`config.mk`:
```
export PLATFORM = sky130hd
export DESIGN_NAME = eu_seq_flat
export DESIGN_NICKNAME = d
export VERILOG_FILES = /design/src/rtl/eu_seq_if.sv /design/src/rtl/eu_seq.sv /design/src/flat_wrapper.sv
export SDC_FILE = /design/constraint.sdc
export NUM_CORES = 1
export LEC_CHECK = 0
export BUFFER_PORTS_ARGS = -buffer_cell sky130_fd_sc_hd__clkbuf_2
export CELL_PAD_IN_SITES_DETAIL_PLACEMENT = 1
export CELL_PAD_IN_SITES_GLOBAL_PLACEMENT = 2
export CORE_UTILIZATION = 35
export DETAILED_ROUTE_END_ITERATION = 10
export PLACE_DENSITY_LB_ADDON = 0.1
export SLEW_MARGIN = 20
export SYNTH_ARGS = -nofsm -noshare
export SYNTH_HDL_FRONTEND = slang
export SYNTH_SLANG_ARGS = --single-unit
export TNS_END_PERCENT = 30
```
`constraint.sdc`:
```
create_clock -name clk_i -period 3.6 [get_ports clk_i]
set_input_delay 0.54 -clock clk_i [delete_from_list [all_inputs] [get_ports clk_i]]
set_output_delay 0.54 -clock clk_i [all_outputs]
set_load 0.02 [all_outputs]
```
`src/rtl/eu_seq_if.sv`:
```
// eu_seq operation/result handshake bundle and the shared function encoding.
// Master = producer/consumer side (decode + writeback), slave = eu_seq.

package eu_seq_pkg;
  // Operation select; encodings 11..15 are unsupported and flagged illegal.
  typedef enum logic [3:0] {
    FUNC_ADD  = 4'd0,
    FUNC_ADDI = 4'd1,
    FUNC_SUB  = 4'd2,
    FUNC_AND  = 4'd3,
    FUNC_OR   = 4'd4,
    FUNC_XOR  = 4'd5,
    FUNC_NOT  = 4'd6,
    FUNC_SLL  = 4'd7,
    FUNC_SLLI = 4'd8,
    FUNC_SLR  = 4'd9,
    FUNC_SLRI = 4'd10
  } func_t;
endpackage

interface eu_seq_if
  import eu_seq_pkg::*;
#(
  parameter int unsigned DATA_WIDTH = 32,
  parameter int unsigned IMM_WIDTH  = 6
);
  logic                  in_valid_i;
  logic                  in_ready_o;
  func_t                 func_i;
  logic [DATA_WIDTH-1:0] rs1_data_i;
  logic [DATA_WIDTH-1:0] rs2_data_i;
  logic [IMM_WIDTH-1:0]  imm_i;
  logic                  out_valid_o;
  logic                  out_ready_i;
  logic [DATA_WIDTH-1:0] res_o;
  logic                  zero_o;
  logic                  carry_o;
  logic                  ovf_o;
  logic                  illegal_o;
  logic                  busy_o;

  modport master (
    output in_valid_i, func_i, rs1_data_i, rs2_data_i, imm_i, out_ready_i,
    input  in_ready_o, out_valid_o, res_o, zero_o, carry_o, ovf_o, illegal_o, busy_o
  );

  modport slave (
    input  in_valid_i, func_i, rs1_data_i, rs2_data_i, imm_i, out_ready_i,
    output in_ready_o, out_valid_o, res_o, zero_o, carry_o, ovf_o, illegal_o, busy_o
  );
endinterface

```
`src/rtl/eu_seq.sv`:
```
// eu_seq: sequential execution unit (math / gate / shift) with valid/ready
// handshakes and one registered result plus flags.
// Build option: define EU_FAST_SHIFT_EN for a single-cycle barrel shifter;
// otherwise shifts iterate one bit per cycle in a SHIFT state.

module eu_seq
  import eu_seq_pkg::*;
#(
  parameter int unsigned DATA_WIDTH = 32,
  parameter int unsigned IMM_WIDTH  = 6
) (
  input  logic     clk_i,
  input  logic     arst_ni,
  eu_seq_if.slave  bus
);
  localparam int unsigned SHW  = $clog2(DATA_WIDTH);
  localparam int unsigned SUMW = DATA_WIDTH + 1;
  localparam int unsigned MSB  = DATA_WIDTH - 1;

  logic [DATA_WIDTH-1:0] imm_ext, math_b, alu_res;
  logic [SUMW-1:0]       sum;
  logic                  sub_sel, alu_carry, alu_ovf, alu_illegal, shift_left;
  logic [SHW-1:0]        amt;

  logic [DATA_WIDTH-1:0] res_q, res_d;
  logic                  zero_q, zero_d, carry_q, carry_d, ovf_q, ovf_d;
  logic                  illegal_q, illegal_d, out_valid_q, out_valid_d;
  logic                  in_ready_c, accept_c, retire_c;

  // Adder operand select: immediate for ADDI, inverted rs2 plus carry-in for SUB
  always_comb begin
    imm_ext = DATA_WIDTH'($signed(bus.imm_i));
    math_b  = bus.rs2_data_i;
    sub_sel = 1'b0;
    case (bus.func_i)
      FUNC_ADDI: math_b = imm_ext;
      FUNC_SUB: begin
        math_b  = ~bus.rs2_data_i;
        sub_sel = 1'b1;
      end
      default: ;
    endcase
    sum = SUMW'(bus.rs1_data_i) + SUMW'(math_b) + SUMW'(sub_sel);
  end

`ifndef EU_FAST_SHIFT_EN
  logic is_shift;
`endif

  // Single-cycle result for the offered operation
  always_comb begin
    alu_res     = '0;
    alu_carry   = 1'b0;
    alu_ovf     = 1'b0;
    alu_illegal = 1'b0;
    shift_left  = 1'b0;
    amt         = bus.rs2_data_i[SHW-1:0];
`ifndef EU_FAST_SHIFT_EN
    is_shift    = 1'b0;
`endif
    case (bus.func_i)
      FUNC_ADD, FUNC_ADDI, FUNC_SUB: begin
        alu_res   = sum[MSB:0];
        alu_carry = sum[DATA_WIDTH];
        alu_ovf   = (bus.rs1_data_i[MSB] == math_b[MSB]) && (sum[MSB] != bus.rs1_data_i[MSB]);
      end
      FUNC_AND: alu_res = bus.rs1_data_i & bus.rs2_data_i;
      FUNC_OR:  alu_res = bus.rs1_data_i | bus.rs2_data_i;
      FUNC_XOR: alu_res = bus.rs1_data_i ^ bus.rs2_data_i;
      FUNC_NOT: alu_res = ~bus.rs1_data_i;
      FUNC_SLL, FUNC_SLLI, FUNC_SLR, FUNC_SLRI: begin
        shift_left = (bus.func_i == FUNC_SLL) || (bus.func_i == FUNC_SLLI);
        if ((bus.func_i == FUNC_SLLI) || (bus.func_i == FUNC_SLRI)) amt = imm_ext[SHW-1:0];
`ifdef EU_FAST_SHIFT_EN
        alu_res = shift_left ? (bus.rs1_data_i << amt) : (bus.rs1_data_i >> amt);
`else
        is_shift = 1'b1;
        alu_res  = bus.rs1_data_i;
`endif
      end
      default: alu_illegal = 1'b1;
    endcase
  end

  assign retire_c       = out_valid_q && bus.out_ready_i;
  assign accept_c       = bus.in_valid_i && in_ready_c;
  assign bus.in_ready_o = in_ready_c;

`ifdef EU_FAST_SHIFT_EN
  assign in_ready_c = !out_valid_q || bus.out_ready_i;
  assign bus.busy_o = 1'b0;

  // Result register update: load on accept, drop valid on retire
  always_comb begin
    res_d       = res_q;
    zero_d      = zero_q;
    carry_d     = carry_q;
    ovf_d       = ovf_q;
    illegal_d   = illegal_q;
    out_valid_d = out_valid_q && !retire_c;
    if (accept_c) begin
      res_d       = alu_res;
      zero_d      = (alu_res == '0);
      carry_d     = alu_carry;
      ovf_d       = alu_ovf;
      illegal_d   = alu_illegal;
      out_valid_d = 1'b1;
    end
  end
`else
  typedef enum logic {ST_IDLE, ST_SHIFT} state_t;

  state_t                state_q, state_d;
  logic [SHW-1:0]        cnt_q, cnt_d;
  logic [DATA_WIDTH-1:0] work_q, work_d, work_shift;
  logic                  dir_q, dir_d, busy_q, busy_d;

  assign in_ready_c = (state_q == ST_IDLE) && (!out_valid_q || bus.out_ready_i);
  assign bus.busy_o = busy_q;

  // Next state: single-cycle load, or iterate the shift one bit per cycle
  always_comb begin
    state_d     = state_q;
    cnt_d       = cnt_q;
    work_d      = work_q;
    dir_d       = dir_q;
    busy_d      = 1'b0;
    res_d       = res_q;
    zero_d      = zero_q;
    carry_d     = carry_q;
    ovf_d       = ovf_q;
    illegal_d   = illegal_q;
    out_valid_d = out_valid_q && !retire_c;
    work_shift  = dir_q ? (work_q << 1) : (work_q >> 1);
    case (state_q)
      ST_IDLE: begin
        if (accept_c) begin
          if (is_shift && (amt != '0)) begin
            state_d = ST_SHIFT;
            work_d  = bus.rs1_data_i;
            cnt_d   = amt;
            dir_d   = shift_left;
            busy_d  = 1'b1;
          end else begin
            res_d       = alu_res;
            zero_d      = (alu_res == '0);
            carry_d     = alu_carry;
            ovf_d       = alu_ovf;
            illegal_d   = alu_illegal;
            out_valid_d = 1'b1;
          end
        end
      end
      ST_SHIFT: begin
        work_d = work_shift;
        cnt_d  = cnt_q - SHW'(1);
        busy_d = 1'b1;
        if (cnt_q == SHW'(1)) begin
          state_d     = ST_IDLE;
          busy_d      = 1'b0;
          res_d       = work_shift;
          zero_d      = (work_shift == '0);
          carry_d     = 1'b0;
          ovf_d       = 1'b0;
          illegal_d   = 1'b0;
          out_valid_d = 1'b1;
        end
      end
      default: state_d = ST_IDLE;
    endcase
  end

  // Shift sequencer registers
  always_ff @(posedge clk_i or negedge arst_ni) begin
    if (!arst_ni) begin
      state_q <= ST_IDLE;
      cnt_q   <= '0;
      work_q  <= '0;
      dir_q   <= 1'b0;
      busy_q  <= 1'b0;
    end else begin
      state_q <= state_d;
      cnt_q   <= cnt_d;
      work_q  <= work_d;
      dir_q   <= dir_d;
      busy_q  <= busy_d;
    end
  end
`endif

  // Result and flag registers
  always_ff @(posedge clk_i or negedge arst_ni) begin
    if (!arst_ni) begin
      res_q       <= '0;
      zero_q      <= 1'b0;
      carry_q     <= 1'b0;
      ovf_q       <= 1'b0;
      illegal_q   <= 1'b0;
      out_valid_q <= 1'b0;
    end else begin
      res_q       <= res_d;
      zero_q      <= zero_d;
      carry_q     <= carry_d;
      ovf_q       <= ovf_d;
      illegal_q   <= illegal_d;
      out_valid_q <= out_valid_d;
    end
  end

  assign bus.res_o       = res_q;
  assign bus.zero_o      = zero_q;
  assign bus.carry_o     = carry_q;
  assign bus.ovf_o       = ovf_q;
  assign bus.illegal_o   = illegal_q;
  assign bus.out_valid_o = out_valid_q;

endmodule

```
`src/flat_wrapper.sv`:
```
// flat-port wrapper written by rule: the top's interface ports become plain ports
module eu_seq_flat import eu_seq_pkg::*;
#(
  parameter int unsigned DATA_WIDTH = 32,
  parameter int unsigned IMM_WIDTH  = 6
)
  (clk_i, arst_ni, bus_in_valid_i, bus_func_i, bus_rs1_data_i, bus_rs2_data_i, bus_imm_i, bus_out_ready_i, bus_in_ready_o, bus_out_valid_o, bus_res_o, bus_zero_o, bus_carry_o, bus_ovf_o, bus_illegal_o, bus_busy_o);
  eu_seq_if #(.DATA_WIDTH(DATA_WIDTH), .IMM_WIDTH(IMM_WIDTH)) bus_i ();
  input  logic clk_i;
  input  logic arst_ni;
  input wire logic [$bits(bus_i.in_valid_i)-1:0] bus_in_valid_i;
  input wire logic [$bits(bus_i.func_i)-1:0] bus_func_i;
  input wire logic [$bits(bus_i.rs1_data_i)-1:0] bus_rs1_data_i;
  input wire logic [$bits(bus_i.rs2_data_i)-1:0] bus_rs2_data_i;
  input wire logic [$bits(bus_i.imm_i)-1:0] bus_imm_i;
  input wire logic [$bits(bus_i.out_ready_i)-1:0] bus_out_ready_i;
  output wire logic [$bits(bus_i.in_ready_o)-1:0] bus_in_ready_o;
  output wire logic [$bits(bus_i.out_valid_o)-1:0] bus_out_valid_o;
  output wire logic [$bits(bus_i.res_o)-1:0] bus_res_o;
  output wire logic [$bits(bus_i.zero_o)-1:0] bus_zero_o;
  output wire logic [$bits(bus_i.carry_o)-1:0] bus_carry_o;
  output wire logic [$bits(bus_i.ovf_o)-1:0] bus_ovf_o;
  output wire logic [$bits(bus_i.illegal_o)-1:0] bus_illegal_o;
  output wire logic [$bits(bus_i.busy_o)-1:0] bus_busy_o;
  assign bus_i.in_valid_i = bus_in_valid_i;
  assign bus_i.func_i = bus_func_i;
  assign bus_i.rs1_data_i = bus_rs1_data_i;
  assign bus_i.rs2_data_i = bus_rs2_data_i;
  assign bus_i.imm_i = bus_imm_i;
  assign bus_i.out_ready_i = bus_out_ready_i;
  assign bus_in_ready_o = bus_i.in_ready_o;
  assign bus_out_valid_o = bus_i.out_valid_o;
  assign bus_res_o = bus_i.res_o;
  assign bus_zero_o = bus_i.zero_o;
  assign bus_carry_o = bus_i.carry_o;
  assign bus_ovf_o = bus_i.ovf_o;
  assign bus_illegal_o = bus_i.illegal_o;
  assign bus_busy_o = bus_i.busy_o;
  eu_seq #(.DATA_WIDTH(DATA_WIDTH), .IMM_WIDTH(IMM_WIDTH)) u_core (.clk_i(clk_i), .arst_ni(arst_ni), .bus(bus_i));
endmodule
```
==> metrics.yaml, run 1 <==
flow_run:
  maxCapViolations: 0
power:
  clockPowerShare_pct: 17.8
  power.density_nw_per_um2: 525
  static-leakage-power_nw: 5.55
  sw_frac_of_total_pct: 45.1
  combPwrFrac_pct: 58.2
  post-layout-total-power_w: 0.00626
  p_int_w: 0.00344
  switchingPower_w: 0.00282
  vdd_drop_max_v: 0.000315
  pwr-share-seq_pct: 24.1
die:
  fp.dieH_um: 159
  num_rows: 57
  chipWidth_um: 159
  core_area_um2: 24200
  floorplan.initialDensity_pct: 35.6
  io_pins: 117
  die-area_um2: 25300
setup_path:
  worst-setup-path-type: "in2reg"
  cp.arrival_ps: 4090
  crit_fanout: 4
  crit_chain: "buf_6 -> or2_4 -> or2_4 -> inv_2 -> fa_2 -> inv_2 -> fa_2 -> nand2b_4 -> a211oi_4 -> o21ai_4 -> buf_12 -> a211oi_4 -> o221ai_2 -> xor2_1 -> o211ai_1 -> nor4_2 -> nand4b_1 -> o31ai_2"
  start_kind: "input pin"
  cp_slowest_stage_delay_ps: 380
  cpMaxStageDelayCell: "nor4_2"
  crit_path_end_kind: "flop"
  required_ps: 3850
clocking:
  insertion_delay_ps: 340
  clkTransAtPathRegs_ps: 60
  htree_levels: 3
  cts_max_path_buffers: 2
  cts.sinks: 76
  numCtsBuffers: 9
  cts_tree: "built"
  cts-root-buf: "clkbuf_16"
timing:
  finalSetupViolCount: 12
  hold_slack_ps: 370
  fmax_mhz: 261
  fin_crit_ps: 3830
  relSlewSlack_pct: 33.5
  rsz0062_at_grt: "yes"
  min_period_over_period_pct: 107
  fin_worst_skew_ps: 8.36
  fin_ws_ps: -234
  hold_viol_final: 0
  worstMarginPinSlew_ps: 997
  maxSlewViolCount: 0
global_route:
  grt_max_degree: 77
  grt_first_pass_wirelength_um: 56500
  globalRouteTotalUtil_pct: 28.4
  grt_pass1_vias: 9892
  grt_overflow: 0
  antenna_found_initial: 0
final_layout:
  drive_gt1_share_pct: 32.2
  stdcell_count: 1722
  nFillCells: 2985
  diodes: 0
  layout.nets: 1570
  syn2layout_area_growth_pct: 38.1
route:
  routed_wl_um: 36200
  drt-wirelength-per-cell_um: 21.0
  vias_per_cell: 5.65
  drt-initial-drc-count: 524
  num_vias: 9735
  drcViolationCount: 2
  dr.pass1.iters: 8
  final_antenna_net_count: 0
place:
  hpwl_um: 28600
  gp_congestion: 0.878
  io_buffers: 116
  dp_cells: 1696
run_status:
  failed_checks: "DRC, setup timing"
  status: "finished with violations"
synthesis:
  yosys-top-cells-area: "dfrtp_1 22%, ha_1 14%, a21oi_1 6.5%"
  synth_edf_count: 0
  synthFlopType: "dfrtp_1"
  yosysTopAreaCellShare_pct: 22.0
  synthesis.area_um2: 8640
  synthArstFlopShare_pct: 100
  yosysSeqAreaShare_pct: 22.0
  ys_warn_count: 0
  synth_area_per_cell_um2: 7.63
  synth_seq_cells: 76
  synthCells: 1132
  synthesis.nets: 1309
  synth_cell_type_count: 80
  synth_top_area_cell: "dfrtp_1"
worst_hold_path:
  hp-class: "in2async"
layer usage:
| metal | track usage [%] | vias to the layer above | part of all wire [%] |
|---|---|---|---|
| met1 | 38.7 | 4763 | 47 |
| met2 | 46.6 | 260 | 46 |
| met5 | 0 | - | 0 |
| li1 | - | 4662 | - |
| met4 | 9.00 | 0 | 2.6 |
| met3 | 3.31 | 50 | 4.1 |
Yosys cell counts, types with 5 or more instances:
master,n
o41ai_1,5
nand2b_1,14
a22oi_1,10
nand4_1,15
o21ai_1,5
o22ai_1,6
inv_1,79
nand2_1,119
nor2b_1,15
o211ai_1,18
buf_1,7
o22a_1,29
xnor2_1,10
nor2_1,131
buf_2,9
a2111oi_0,6
clkbuf_1,54
a221oi_1,10
nor4_1,5
o221ai_1,36
a21o_1,10
nand3_1,13
o31ai_1,6
nor3_1,21
o21ai_0,54
ha_1,97
mux2i_1,39
and3_1,8
mux2_2,10
nor3b_1,7
a21oi_1,113
a211oi_1,9
dfrtp_1,76
power by group through the flow:
| stage | clock [W] | sequential (W) | combinational, W |
|---|---|---|---|
| detailed placement | 0 | 0.00152 | 0.00342 |
| floorplan | 0 | 0.00168 | 0.00180 |
| global placement | 0 | 0.00151 | 0.00336 |
| CTS | 0.00112 | 0.00150 | 0.00354 |
| finish | 0.00111 | 0.00151 | 0.00364 |
| global route | 0.00116 | 0.00155 | 0.00394 |
flip-flops by register name, summed over array words and instances, names as in the netlist:
signal and cells:
u_core.bus.out_valid_o 1, u_core.state_q 1, u_core.dir_q 1, u_core.bus.zero_o 1
u_core.bus.carry_o 1, u_core.bus.res_o 32, u_core.work_q 32, u_core.bus.illegal_o 1
u_core.cnt_q 5, u_core.bus.ovf_o 1
logic make-up (layout without fill, tap and decap cells):
kind of cell / count (synthesis) / in the layout / share of synthesized area (%)
compound gates: 369 / 369 / 29.3
fa+ha+maj: 99 / 99 / 14.5
xor+xnor: 14 / 14 / 1.42
flops: 76 / 76 / 22.0
buf+inv: 152 / 418 / 6.86
mux: 49 / 49 / 5.82
simple gates: 373 / 373 / 20.1
path summary, 6_finish.rpt:
check                                        to                   start  slack [ps]  cells after the start
setup / recovery              u_core.bus.zero_o           bus_func_i[3]        -230                     18
hold / removal                  u_core.cnt_q[4]                 arst_ni         370                      1
setup reg to reg              u_core.bus.zero_o  u_core.bus.out_valid_o         780                      9
hold reg to reg            u_core.bus.res_o[22]    u_core.bus.res_o[22]         470                      2
max in group asynchronous  u_core.bus.res_o[23]                 arst_ni        2590                      1
min in group clk_i         u_core.bus.res_o[22]    u_core.bus.res_o[22]         470                      2
through the flow:
stage                     setup TNS [ps]  area, um2  utilization, %  worst slack, ps
after floorplan                    -2940       8790               -             -433
after global placement            -10080      11000            45.4             -838
after detailed placement          -11370      11000            45.4             -945
after CTS                           -456      11700            48.1             -180
after global routing               -3140      11900            49.2             -372
final                              -1020      11900            49.2             -234
layout by cell type, fill, tap and decap left out, types with 6 or more instances in the layout:
master,Yosys,final
buf_4,1,193
nor2_1,131,125
nand2_1,119,118
clkbuf_2,0,112
a21oi_1,113,93
ha_1,97,89
inv_1,79,77
dfrtp_1,76,76
o21ai_0,54,45
mux2i_1,39,38
o221ai_1,36,35
o22a_1,29,29
a21oi_2,3,20
o211ai_1,18,18
nor3_1,21,16
nand4_1,15,15
nor2b_1,15,14
nand2b_1,14,12
nand3_1,13,11
a21o_1,10,10
xnor2_1,10,10
a22oi_1,10,10
a221oi_1,10,10
clkbuf_16,0,9
buf_12,0,9
and3_1,8,8
o21ai_1,5,7
o21ai_2,1,7
mux2_2,10,7
buf_6,1,7
nor3b_1,7,6
a211oi_2,3,6
ha_4,0,6
area by class of cell:
cell class	count	area (um2)	share of cell area, %
inverter	80	300	2.52
multi-input combinational	904	6680	56.0
clock buffer	9	225	1.89
tap	324	405	3.40
sequential	76	1900	15.9
timing repair buffer	322	2280	19.1
clock inverter	7	139	1.16
critical path, delay by kind of cell:
family	cells	cell delay, ps
compound gates	6	1240
xor+xnor	1	160
fa+ha+maj	2	550
buf+inv	4	360
simple gates	5	1240
what timing repair did:
item | CTS | global route
setup buffers | 6 | 6
hold buffers | 0 | 0
gates resized for setup | 60 | 48
endpoints found under the setup margin | 18 | 23
pin swaps | 25 | 23
No activity file was read; power rests on OpenSTA's default activity.
==> run 2, diff against run 1 <==
--- a/config.mk
+++ b/config.mk
@@ -8,7 +8,7 @@
 export BUFFER_PORTS_ARGS = -buffer_cell sky130_fd_sc_hd__clkbuf_2
 export CELL_PAD_IN_SITES_DETAIL_PLACEMENT = 1
 export CELL_PAD_IN_SITES_GLOBAL_PLACEMENT = 2
-export CORE_UTILIZATION = 35
+export CORE_UTILIZATION = 30
 export DETAILED_ROUTE_END_ITERATION = 10
 export PLACE_DENSITY_LB_ADDON = 0.1
 export SLEW_MARGIN = 20
==> run 2 against run 1 <==
Net effect:
- core utilization shrank 5.4 points
- the flow finishes with violations (setup timing)
- clock power shrank 20%
- routed wire length grew 3.8%
- hold slack lost 280 ps
- flip-flop and latch count is the same
- register-to-register slack lost 100 ps
==> metrics.yaml, run 2 (synthesized netlist as in run 1, its figures left out) <==
run_status:
  status: "finished with violations"  # unchanged
  failed_checks: "setup timing"  # was DRC, setup timing
die:
  num_rows: 61  # was 57
  die-area_um2: 29500  # was 25300 um2
  chipWidth_um: 172  # was 159 um
  io_pins: 117  # unchanged
  core_area_um2: 28100  # was 24200 um2
  fp.dieH_um: 172  # was 159 um
  floorplan.initialDensity_pct: 30.8  # was 35.6%
timing:
  fin_worst_skew_ps: 4.49  # was 8.36 ps
  finalSetupViolCount: 10  # was 12
  hold_viol_final: 0  # unchanged
  fmax_mhz: 254  # was 261 MHz
  fin_crit_ps: 3940  # was 3830 ps
  rsz0062_at_grt: "yes"  # unchanged
  min_period_over_period_pct: 109  # was 107%
  worstMarginPinSlew_ps: 906  # was 997 ps
  relSlewSlack_pct: 39.4  # was 33.5%
  maxSlewViolCount: 0  # unchanged
  fin_ws_ps: -338  # was -234 ps
clocking:
  cts-root-buf: "clkbuf_16"  # unchanged
  cts.sinks: 76  # unchanged
  clkTransAtPathRegs_ps: 60  # about the same
  cts_tree: "built"  # unchanged
  numCtsBuffers: 9  # unchanged
  cts_max_path_buffers: 2  # unchanged
  cts_hold_buf: 0  # unchanged
  insertion_delay_ps: 340  # about the same
  htree_levels: 3  # unchanged
setup_path:
  worstSetupEndpoint: "u_core.bus.res_o[30]"  # was u_core.bus.zero_o
  crit_path_end_kind: "flop"  # unchanged
  cp.depth: 18  # unchanged
  cp.arrival_ps: 4150  # was 4090 ps
  ff2ff_path_depth: 9  # unchanged
  rr_endpoint: "u_core.bus.zero_o"  # unchanged
  crit_chain: "buf_6 -> or2_4 -> buf_6 -> a21oi_4 -> fa_2 -> inv_2 -> fa_2 -> nand2b_4 -> a211oi_4 -> o21ai_4 -> a211oi_4 -> o221ai_4 -> o31ai_4 -> o41ai_2 -> a41oi_2 -> buf_4 -> mux2_4 -> a21oi_2"  # was buf_6 -> or2_4 -> or2_4 -> inv_2 -> fa_2 -> inv_2 -> fa_2 -> nand2b_4 -> a211oi_4 -> o21ai_4 -> buf_12 -> a211oi_4 -> o221ai_2 -> xor2_1 -> o211ai_1 -> nor4_2 -> nand4b_1 -> o31ai_2
  cp-startpoint: "bus_func_i[3]"  # unchanged
  worst-setup-path-type: "in2reg"  # unchanged
  r2r-start: "u_core.bus.out_valid_o"  # unchanged
  crit_fanout: 8  # was 4
  cpMaxStageDelayCell: "o31ai_4"  # was nor4_2
  cp_slowest_stage_delay_ps: 380  # about the same
  start_kind: "input pin"  # unchanged
  path_delay_family: "compound AO/OA/AOI/OAI gates"  # was simple AND/OR/NAND/NOR gates
  rrSetupSlack_ps: 680  # was 780 ps
  cp_num_buf_inv: 4  # unchanged
  required_ps: 3820  # was 3850 ps
final_layout:
  syn2layout_area_growth_pct: 42.4  # was 38.1%
  drive_gt1_share_pct: 34.9  # was 32.2%
  mostFrequentLayoutCell: "buf_4"  # unchanged
  nFillCells: 3453  # was 2985
  diodes: 0  # unchanged
  layout.nets: 1595  # was 1570
  fin_area_um2: 12300  # was 11900 um2
  most-common-layout-cells: "220 x buf_4, 123 x nor2_1, 115 x nand2_1, 111 x clkbuf_2, 86 x ha_1"  # was 193 x buf_4, 125 x nor2_1, 118 x nand2_1, 112 x clkbuf_2, 93 x a21oi_1
global_route:
  antenna_found_initial: 0  # unchanged
  grt_first_pass_wirelength_um: 58000  # was 56500 um
  grt_pass1_vias: 9872  # was 9892
  grt_max_degree: 77  # unchanged
  grt_overflow: 0  # unchanged
  globalRouteTotalUtil_pct: 26.0  # was 28.4%
flow_run:
  maxCapViolations: 0  # unchanged
power:
  power.density_nw_per_um2: 497  # was 525 nW/um2
  vdd_drop_max_v: 0.000278  # was 0.000315 V
  static-leakage-power_nw: 5.65  # was 5.55 nW
route:
  drcViolationCount: 0  # was 2
  dr.pass1.iters: 5  # was 8
  final_antenna_net_count: 0  # unchanged
  vias_per_cell: 5.40  # was 5.65
  routed_wl_um: 37500  # was 36200 um
  drt-initial-drc-count: 479  # was 524
  num_vias: 9729  # was 9735
  drt-wirelength-per-cell_um: 20.8  # was 21.0 um
place:
  io_buffers: 116  # unchanged
  dpl_cell_area_um2: 11200  # was 11000 um2
  hpwl_um: 29900  # was 28600 um
  gp_congestion: 0.839  # was 0.878
  pre_cts_ws_ps: -812  # was -945 ps
worst_hold_path:
  hp-class: "in2async"  # unchanged
[run 2: metrics by stage]
| step | hold WS (ps) | utilization (%) | setup TNS (ps) | instances | total power, W |
|---|---|---|---|---|---|
| floorplan | 244 | - | -2940 | 1132 | 0.00348 |
| global placement | 467 | 40.0 | -11180 | 1772 | 0.00491 |
| detailed placement | 472 | 40.0 | -12090 | 1772 | 0.00496 |
| CTS | 396 | 42.3 | -1150 | 1791 | 0.00598 |
| global route | 110 | 43.8 | -3430 | 1801 | 0.00655 |
| finish | 93.6 | 43.8 | -1300 | 1801 | 0.00611 |
[run 2: cell type report]
| class | count | area [um2] | share of cell area, % |
|---|---|---|---|
| tap | 378 | 473 | 3.84 |
| clock buffer | 13 | 270 | 2.20 |
| multi-input combinational | 904 | 6860 | 55.8 |
| clock inverter | 3 | 20.0 | 0.163 |
| timing repair buffer | 347 | 2470 | 20.1 |
| sequential | 76 | 1900 | 15.5 |
| inverter | 80 | 300 | 2.44 |
[run 2: worst min path at each step]
stage,endpoint,cells past startpoint
final,u_core.cnt_q[4],1
after detailed placement,u_core.bus.res_o[21],2
after floorplan,u_core.bus.carry_o,0
after CTS,u_core.cnt_q[4],1
after global routing,u_core.cnt_q[4],1
after global placement,u_core.bus.res_o[21],2
[run 2: where the power goes]
| group | switching, W | internal, W |
|---|---|---|
| Clock | 0.000360 | 0.000523 |
| Combinational | 0.00220 | 0.00151 |
| Sequential | 0.000281 | 0.00123 |
| Total | 0.00284 | 0.00327 |
[run 2: what timing repair did]
item                                   in CTS  in global routing
endpoints found under the hold margin       0                  0
pin swaps                                  25                 44
setup endpoints to repair                  18                 24
buffers inserted                            3                  9
resized for setup                          65                 80
cloned                                      0                  0
[run 2: per-layer routing]
| layer | routed length (um) | vias to the layer above | GRT usage, % |
|---|---|---|---|
| li1 | - | 4715 | - |
| met1 | 18300 | 4779 | 36.3 |
| met2 | 17300 | 190 | 42.9 |
| met3 | 1250 | 45 | 2.69 |
| met4 | 650 | 0 | 5.71 |
| met5 | 0 | - | 0 |
==> run 3, diff against run 2 <==
--- a/config.mk
+++ b/config.mk
@@ -11,6 +11,7 @@
 export CORE_UTILIZATION = 30
 export DETAILED_ROUTE_END_ITERATION = 10
 export PLACE_DENSITY_LB_ADDON = 0.1
+export SETUP_SLACK_MARGIN = 0.05
 export SLEW_MARGIN = 20
 export SYNTH_ARGS = -nofsm -noshare
 export SYNTH_HDL_FRONTEND = slang
==> run 3 against run 2 <==
Net effect:
- the flow still finishes with violations (setup timing)
- routed wire length hardly changed
- final cell count stayed put
- hold slack hardly changed
- sequential power hardly changed
- critical path depth stayed put
- power hardly changed
- count of clock-buffer cells in the layout stayed put
- combinational power hardly changed
- critical path type unchanged
- critical endpoint unchanged
==> metrics.yaml, run 3 (synthesized netlist as in run 1, its figures left out) <==
flow_run:
  maxCapViolations: 0  # unchanged
final_layout:
  syn2layout_area_growth_pct: 42.3  # was 42.4%
  nFillCells: 3454  # was 3453
  most-common-layout-cells: "220 x buf_4, 123 x nor2_1, 115 x nand2_1, 111 x clkbuf_2"  # was 220 x buf_4, 123 x nor2_1, 115 x nand2_1, 111 x clkbuf_2, 86 x ha_1
  layout.nets: 1595  # unchanged
  mostFrequentLayoutCell: "buf_4"  # unchanged
  drive_gt1_share_pct: 34.8  # was 34.9%
  final_core_util_pct: 43.8  # about the same
  diodes: 0  # unchanged
timing:
  fin_ws_ps: -311  # was -338 ps
  fin_worst_skew_ps: 4.87  # was 4.49 ps
  maxSlewViolCount: 0  # unchanged
  rsz0062_at_grt: "yes"  # unchanged
  fmax_mhz: 256  # was 254 MHz
  worstMarginPinSlew_ps: 900  # was 906 ps
  min_period_over_period_pct: 109  # about the same
  finalSetupViolCount: 10  # unchanged
  hold_slack_ps: 94.0  # was 93.6 ps
  fin_crit_ps: 3910  # was 3940 ps
  tns_ps: -1270  # was -1300 ps
  hold_viol_final: 0  # unchanged
  relSlewSlack_pct: 39.7  # was 39.4%
power:
  power.density_nw_per_um2: 496  # was 497 nW/um2
  vdd_drop_max_v: 0.000280  # was 0.000278 V
  clockPowerShare_pct: 14.4  # was 14.5%
  p_int_w: 0.00327  # about the same
  sw_frac_of_total_pct: 46.4  # was 46.5%
  static-leakage-power_nw: 5.65  # about the same
  pwr-share-seq_pct: 24.8  # about the same
  switchingPower_w: 0.00283  # was 0.00284 W
  combPwrFrac_pct: 60.8  # was 60.7%
  post-layout-total-power_w: 0.00610  # was 0.00611 W
clocking:
  cts_max_path_buffers: 2  # unchanged
  clkTransAtPathRegs_ps: 60  # about the same
  cts.sinks: 76  # unchanged
  htree_levels: 3  # unchanged
  cts_tree: "built"  # unchanged
  insertion_delay_ps: 340  # about the same
  cts-root-buf: "clkbuf_16"  # unchanged
  numCtsBuffers: 9  # unchanged
  cts_hold_buf: 0  # unchanged
global_route:
  grt_max_degree: 77  # unchanged
  grt_overflow: 0  # unchanged
  grt_first_pass_wirelength_um: 58000  # unchanged
  grt_pass1_vias: 9870  # was 9872
  antenna_found_initial: 0  # unchanged
  globalRouteTotalUtil_pct: 26.0  # unchanged
setup_path:
  crit_path_end_kind: "flop"  # unchanged
  crit_fanout: 8  # unchanged
  required_ps: 3820  # about the same
  worst-setup-path-type: "in2reg"  # unchanged
  cp.arrival_ps: 4130  # was 4150 ps
  ff2ff_path_depth: 9  # unchanged
  start_kind: "input pin"  # unchanged
die:
  die-area_um2: 29500  # unchanged
  chipWidth_um: 172  # unchanged
  fp.dieH_um: 172  # unchanged
  num_rows: 61  # unchanged
  core_area_um2: 28100  # unchanged
  io_pins: 117  # unchanged
  floorplan.initialDensity_pct: 30.8  # unchanged
worst_hold_path:
  hp-class: "in2async"  # unchanged
place:
  hpwl_um: 29900  # unchanged
  gp_congestion: 0.839  # unchanged
  io_buffers: 116  # unchanged
  pre_cts_ws_ps: -812  # unchanged
route:
  routed_wl_um: 37500  # about the same
  dr.pass1.iters: 5  # unchanged
  drt-initial-drc-count: 517  # was 479
  drcViolationCount: 0  # unchanged
  final_antenna_net_count: 0  # unchanged
  drt-wirelength-per-cell_um: 20.8  # about the same
  num_vias: 9726  # was 9729
  vias_per_cell: 5.40  # about the same
run_status:
  failed_checks: "setup timing"  # unchanged
  status: "finished with violations"  # unchanged
==> run 3: changes by cell type in the layout (fill, tap and decap cells not counted) <==
cell | previous run | this run
a21oi_2 | 26 | 25
a21oi_1 | 85 | 86
==> run 3: repair_timing <==
action / in CTS / in global routing
hold endpoints to repair: 0 / 0
pin swaps: 26 / 44
resized for setup: 66 / 78
buffers inserted: 3 / 9
endpoints found under the setup margin: 19 / 26
==> run 3: stage by stage <==
stage               instance area, um2  cells
floorplan                         8790   1132
global placement                 11200   1772
detailed placement               11200   1772
CTS                              11900   1791
global route                     12300   1801
finish                           12300   1801
==> run 3: critical path: stages <==
cell and delay (ps):
buf_6 100, or2_4 260, buf_6 140, a21oi_4 150, fa_2 270, inv_2 50, fa_2 330, nand2b_4 160
a211oi_4 320, o21ai_4 130, a211oi_4 330, o221ai_4 180, o31ai_4 360, o41ai_2 140, a41oi_2 290, buf_4 160
mux2_4 140, a21oi_2 50
==> run 3: routing by layer <==
layer,routed length (um),global-route usage [%]
met2,17400,42.9
met4,663,5.71
met1,18200,36.3
met3,1230,2.69
met5,0,0
==> run 3: cell type report <==
type | count | area [um2] | share of cell area, %
Clock inverter | 3 | 20.0 | 0.163
Multi-Input combinational cell | 904 | 6860 | 55.8
Clock buffer | 13 | 270 | 2.20
Timing Repair Buffer | 347 | 2470 | 20.1
Inverter | 80 | 300 | 2.44
Tap cell | 378 | 473 | 3.85
Sequential cell | 76 | 1900 | 15.5
==> run 3: power by group through the flow <==
stage,sequential (W),clock (W),combinational (W)
detailed placement,0.00153,0,0.00344
global placement,0.00152,0,0.00340
global route,0.00156,0.000928,0.00406
floorplan,0.00168,0,0.00180
finish,0.00152,0.000879,0.00371
CTS,0.00151,0.000895,0.00357
==> run 3: final timing paths <==
path	startpoint	end	slack, ps
min in group clk_i	bus_out_ready_i	u_core.bus.out_valid_o	480
max in group asynchronous	arst_ni	u_core.bus.res_o[18]	2920
setup / recovery	bus_func_i[3]	u_core.bus.res_o[30]	-310
hold / removal	arst_ni	u_core.cnt_q[4]	90
setup reg to reg	u_core.bus.out_valid_o	u_core.bus.zero_o	680
hold reg to reg	u_core.bus.res_o[21]	u_core.bus.res_o[21]	480
